`config.mk`:
```
export PLATFORM = sky130hd
export DESIGN_NAME = uart_tx_scheduler
export DESIGN_NICKNAME = d
export VERILOG_FILES = /design/src/rtl/uart_tx_scheduler.sv
export SDC_FILE = /design/constraint.sdc
export NUM_CORES = 1
export LEC_CHECK = 0
export CAP_MARGIN = 20
export CORE_MARGIN = 8
export CORE_UTILIZATION = 39
export CTS_CLUSTER_DIAMETER = 40
export DETAILED_ROUTE_END_ITERATION = 10
export PLACE_DENSITY = 0.75
export SETUP_SLACK_MARGIN = 0.1
export SYNTH_ARGS = -nofsm -noshare
export SYNTH_HDL_FRONTEND = slang
export SYNTH_SLANG_ARGS = --single-unit
```
`constraint.sdc`:
```
create_clock -name clk -period 1.88 [get_ports clk]
set_clock_uncertainty 0.1 [all_clocks]
set_input_delay 0.376 -clock clk [delete_from_list [all_inputs] [get_ports clk]]
set_output_delay 0.376 -clock clk [all_outputs]
set_load 0.05 [all_outputs]
```
`src/rtl/uart_tx_scheduler.sv`:
```
// uart_tx_scheduler
//   Arbitrates byte requests from NUM_REQ sources onto a single UART
//   transmitter. Unlocked arbitration is round-robin. A requester whose byte
//   is not marked last keeps the grant (packet lock) until its last byte.
//
// Ports
//   clk         single clock, rising edge
//   rst         synchronous active-high reset
//   req_valid   per-requester pending-byte flag
//   req_data    per-requester byte, slice i = [i*DATA_WIDTH +: DATA_WIDTH]
//   req_last    per-requester end-of-packet marker
//   req_ready   one-cycle pulse on the requester whose byte was taken
//   tx_data     byte presented to the transmitter, held until the next issue
//   tx_start    one-cycle frame-start pulse
//   tx_busy     transmitter busy (start bit through stop bit)
//   grant_id    current or last granted requester
//   pkt_active  packet lock held
//   byte_count  bytes issued since reset, wraps at 16 bits
module uart_tx_scheduler #(
  parameter int NUM_REQ    = 4,
  parameter int DATA_WIDTH = 8
) (
  input  logic                          clk,
  input  logic                          rst,
  input  logic [NUM_REQ-1:0]            req_valid,
  input  logic [NUM_REQ*DATA_WIDTH-1:0] req_data,
  input  logic [NUM_REQ-1:0]            req_last,
  output logic [NUM_REQ-1:0]            req_ready,
  output logic [DATA_WIDTH-1:0]         tx_data,
  output logic                          tx_start,
  input  logic                          tx_busy,
  output logic [$clog2(NUM_REQ)-1:0]    grant_id,
  output logic                          pkt_active,
  output logic [15:0]                   byte_count
);

  localparam int GW = $clog2(NUM_REQ);
  localparam logic [GW-1:0]      LAST_IDX_C = GW'(NUM_REQ - 1);
  localparam logic [GW-1:0]      IDX_ONE_C  = GW'(1);
  localparam logic [NUM_REQ-1:0] ONEHOT_C   = {{(NUM_REQ-1){1'b0}}, 1'b1};

  typedef enum logic [1:0] {
    IDLE      = 2'd0,
    ISSUE     = 2'd1,
    WAIT_ACK  = 2'd2,
    WAIT_DONE = 2'd3
  } state_t;

  state_t                  state_r;
  state_t                  state_s;
  logic                    issue_s;
  logic                    sel_found_s;
  logic [GW-1:0]           sel_idx_s;
  logic [GW-1:0]           grant_r;
  logic [GW-1:0]           rr_ptr_r;
  logic                    pkt_active_r;
  logic [15:0]             byte_count_r;
  logic [DATA_WIDTH-1:0]   tx_data_r;
  logic                    tx_start_r;
  logic [NUM_REQ-1:0]      req_ready_r;

  // Index that is k positions after ptr, wrapping at NUM_REQ.
  function automatic logic [GW-1:0] rr_idx(input logic [GW-1:0] ptr, input int k);
    int s;
    s = int'(ptr) + k;
    if (s >= NUM_REQ) begin
      s = s - NUM_REQ;
    end else begin
      s = s;
    end
    return s[GW-1:0];
  endfunction

  // Eligible-set selection: the lock owner only, or the first valid at/after rr_ptr.
  always_comb begin
    sel_found_s = 1'b0;
    sel_idx_s   = '0;
    if (pkt_active_r) begin
      sel_found_s = req_valid[grant_r];
      sel_idx_s   = grant_r;
    end else begin
      // Scan from the far end so the closest valid index to rr_ptr wins.
      for (int k = NUM_REQ - 1; k >= 0; k--) begin
        if (req_valid[rr_idx(rr_ptr_r, k)]) begin
          sel_found_s = 1'b1;
          sel_idx_s   = rr_idx(rr_ptr_r, k);
        end else begin
          sel_found_s = sel_found_s;
        end
      end
    end
  end

  // Next-state logic; issue_s marks the IDLE->ISSUE edge where the grant is taken.
  always_comb begin
    state_s = state_r;
    issue_s = 1'b0;
    case (state_r)
      IDLE: begin
        if (!tx_busy && sel_found_s) begin
          state_s = ISSUE;
          issue_s = 1'b1;
        end else begin
          state_s = IDLE;
        end
      end
      ISSUE: begin
        state_s = WAIT_ACK;
      end
      WAIT_ACK: begin
        // A busy drop before busy is seen is outside the contract; keep waiting.
        if (tx_busy) begin
          state_s = WAIT_DONE;
        end else begin
          state_s = WAIT_ACK;
        end
      end
      WAIT_DONE: begin
        if (!tx_busy) begin
          state_s = IDLE;
        end else begin
          state_s = WAIT_DONE;
        end
      end
      default: begin
        state_s = IDLE;
      end
    endcase
  end

  // State register, grant capture, registered outputs, lock and counter update.
  always_ff @(posedge clk) begin
    if (rst) begin
      state_r      <= IDLE;
      grant_r      <= '0;
      rr_ptr_r     <= '0;
      pkt_active_r <= 1'b0;
      byte_count_r <= 16'd0;
      tx_data_r    <= '0;
      tx_start_r   <= 1'b0;
      req_ready_r  <= '0;
    end else begin
      state_r    <= state_s;
      tx_start_r <= issue_s;
      if (issue_s) begin
        // Byte is captured on the grant edge so it is already valid in ISSUE.
        grant_r     <= sel_idx_s;
        tx_data_r   <= req_data[sel_idx_s*DATA_WIDTH +: DATA_WIDTH];
        req_ready_r <= ONEHOT_C << sel_idx_s;
      end else begin
        req_ready_r <= '0;
      end
      if (state_r == ISSUE) begin
        byte_count_r <= byte_count_r + 16'd1;
        if (req_last[grant_r]) begin
          pkt_active_r <= 1'b0;
          rr_ptr_r     <= (grant_r == LAST_IDX_C) ? '0 : grant_r + IDX_ONE_C;
        end else begin
          pkt_active_r <= 1'b1;
        end
      end else begin
        byte_count_r <= byte_count_r;
      end
    end
  end

  assign req_ready  = req_ready_r;
  assign tx_data    = tx_data_r;
  assign tx_start   = tx_start_r;
  assign grant_id   = grant_r;
  assign pkt_active = pkt_active_r;
  assign byte_count = byte_count_r;

endmodule

```
==> out/qor.txt <==
Post-synthesis mux area share -> 0.0481
Synthesis Warnings -> 0
Clock Pin Slew Worst Setup and Hold Paths -> 0.07 ns
Top cell type by total area after synthesis -> dfxtp_1
Sw Pwr -> 0.000776 W
IO Pins -> 75
Port Buffers -> 74
Ant. Diodes -> 0
Post-Synth XOR/XNOR Area -> 0.0664
Area of the multi-input gates -> 1240 um2
Crit path time final -> 1.90 ns
Arr. time, crit path -> 1.98 ns
Logic pwr share -> 0.370
Power Internal -> 0.00153 W
Status -> finished, violations left
Placed Area -> 2680 um2
Clock buffer depth -> 2
Sw Share -> 0.336
Vias in the first global route -> 1,974
Fmax -> 527 MHz
Final Hold Fails -> 0
Final Instance Area -> 3090 um2
Worst-Margin Slew -> 0.456 ns
Core area -> 4660 um2
Slew Viols, Final -> 0
Clock latency on the worst-skew pair -> 0.29 ns
Drt wl/cell -> 15.8 um
Die Span Y -> 84.8 um
Synth Area in Compound Gates -> 0.166
Final core utilization -> 0.663
CTS tree -> done
Yosys top cell area share -> 0.390
Pleak -> 1.27 nW
Final non-filler cell total -> 359
HP Start -> tx_data[1]
Post-route ant nets -> 0
Synth unique cells -> 44
HPWL after DPL -> 3860 um
Req. time, crit path -> 1.96 ns
Max_cap viols -> 0
Design Power -> 0.00231 W
RSZ-0062 raised after global routing -> yes
Critical R2R Launch -> rr_ptr_r[1]
Failing checks -> negative setup slack
WS Path Type -> input pin to flip-flop
Die area -> 7200 um2
Crit path max fanout -> 6
Seq cells post-synth -> 36
Initial DRC count -> 80
Synth Instances -> 208
Net count after synthesis -> 253
Row cnt -> 25
Initial antenna violation count -> 0
Synth Area in Adders -> 0.0135
CP Capture Type -> flip-flop
Avg Vias per Cell -> 5.32
Die X -> 84.8 um
Placed cells -> 339
Setup ws final -> -0.0159 ns
Register share of total power -> 0.368
Mean Syn Cell Area -> 8.88 um2
Final period util -> 1.01
Global-route usage over all layers -> 0.163
Largest net degree at the start of global routing -> 24
Fin nets -> 349
Starting Density -> 0.397
Drc violations -> 0
H-tree levels -> 2
Root buffer cell -> clkbuf_8
Slew headroom -> 0.696
Clock share of power -> 0.262
Clock tree sinks -> 36
Synth top area cells -> dfxtp_1 (39%), a211oi_1 (6.9%), and3_1 (6.1%)
Async SR Flop Fraction -> 0
Most used DFF post-synth -> dfxtp_1
Ratio of cells with drive above 1 in the final layout -> 0.430
Synth Cell Area -> 1850 um2
Setup violations, final -> 1
VDD IR-drop max -> 0.000337 V
Seq/Total Area, Yosys -> 0.390
Hold crit path type -> flip-flop to flip-flop
PwrDens -> 747 nW/um2
Combinational family with the most area after synthesis -> simple AND/OR/NAND/NOR gates
Final wirelength -> 5690 um
Worst Setup SP -> req_valid[1]
First-pass DRT Iterations -> 4
Reg area -> 753 um2
Area grow syn2layout -> 67.3%
Global-route wire length before repair -> 9680 um
GPL Wtd Cong -> 0.830
FILL cells -> 361
CP Launch Type -> input pin
Synth Area in Simple Gates -> 0.264
Routed vias -> 1,911
EDFF count, synth -> 0
Global route overflow -> 0
Pre-CTS setup slack -> -0.611 ns
Num CTS Buffers -> 5
[timing repair]
item                                    in CTS  in global routing
buffers inserted                             4                  5
hold buffers                                 0                  0
gates resized for setup                     39                 16
pin swaps                                   20                  8
endpoints found under the setup margin      17                 16
gates cloned                                 3                  0
[cells by family after synthesis]
family,count (synthesis)
AO/OA/AOI/OAI,40
XOR/XNOR,14
adder cells (fa/ha/maj),2
buffers and inverters,19
flip-flops,36
multiplexers,6
AND/OR/NAND/NOR,91
[stage by stage]
| step | setup TNS, ns | hold slack [ns] |
|---|---|---|
| 2_1_floorplan | 0 | 0.367 |
| 6_report | -0.0159 | 0.361 |
| 5_1_grt | -0.157 | 0.396 |
| 3_5_place_dp | -8.58 | 0.343 |
| 4_1_cts | 0 | 0.359 |
| 3_3_place_gp | -7.79 | 0.337 |
[power by group through the flow]
stage               Combinational (W)  Clock, W  Sequential (W)
floorplan                    0.000291         0        0.000995
global placement             0.000673         0        0.000863
detailed placement           0.000678         0        0.000865
CTS                          0.000826  0.000622        0.000849
global route                 0.000906  0.000655        0.000858
finish                       0.000854  0.000605        0.000850
[state kept, by name (all words and copies together) (netlist names)]
register and flops:
byte_count 16, grant_id 2, pkt_active 1, req_ready 4, rr_ptr_r 2, state_r 2, tx_data 8, tx_start 1
[critical path: stages]
cell and delay, ns:
clkdlybuf4s15_2 0.25, a21boi_2 0.19, a211oi_2 0.08, o221ai_2 0.34
buf_4 0.19, buf_6 0.10, and3_4 0.17, a211oi_2 0.04
o31ai_1 0.23
[Yosys cell counts, types with 2 or more instances]
master     n
or3_1      2
nand2_1   20
o31ai_1    7
o21ai_0    2
and3_1    18
and4_1     2
buf_4      2
clkbuf_1   7
a21oi_1    6
buf_2      2
nor3_1     2
ha_1       2
mux2i_1    4
a211oi_2   2
nor2b_1    2
a211oi_1  17
buf_6      2
xnor2_1    4
nand4_1    3
dfxtp_1   36
nor3b_1    2
nor2_1    25
nand3_1    5
inv_1      5
xor2_1    10
[area by class of cell]
cell class | instances | area share
timing repair buffer | 101 | 0.292
tap | 54 | 0.0219
sequential | 36 | 0.244
multi-input combinational | 154 | 0.402
inverter | 6 | 0.00809
clock buffer | 8 | 0.0324
[placed cells by master (no fill, tap or decap), types with 3 or more instances in the layout]
| cell type | count |
|---|---|
| nor2_1 | 23 |
| a21oi_2 | 3 |
| xnor2_1 | 4 |
| buf_4 | 55 |
| and3_4 | 3 |
| clkbuf_8 | 7 |
| o31ai_1 | 6 |
| a211oi_2 | 17 |
| mux2i_1 | 4 |
| a21oi_1 | 3 |
| clkdlybuf4s50_1 | 38 |
| xor2_1 | 10 |
| inv_1 | 5 |
| and3_1 | 15 |
| nand4_1 | 3 |
| nand3_1 | 4 |
| nor2_2 | 3 |
| nand2_1 | 18 |
| dfxtp_4 | 8 |
| dfxtp_1 | 26 |
[routing by layer]
| layer | track usage | vias to the layer above | part of all wire |
|---|---|---|---|
| li1 | - | 931 | - |
| met1 | 0.190 | 910 | 0.43 |
| met2 | 0.269 | 64 | 0.48 |
| met3 | 0.0656 | 6 | 0.078 |
| met4 | 0.0485 | 0 | 0.011 |
| met5 | 0 | - | 0 |
[worst paths after layout]
path / cells after the start / to / slack, ns
min reg2reg: 2 / tx_data[1] / 0.36
min: 2 / tx_data[1] / 0.36
max reg2reg: 7 / tx_data[5] / -0.01
max: 9 / tx_data[5] / -0.02
Power figures use the tool's default switching activity.
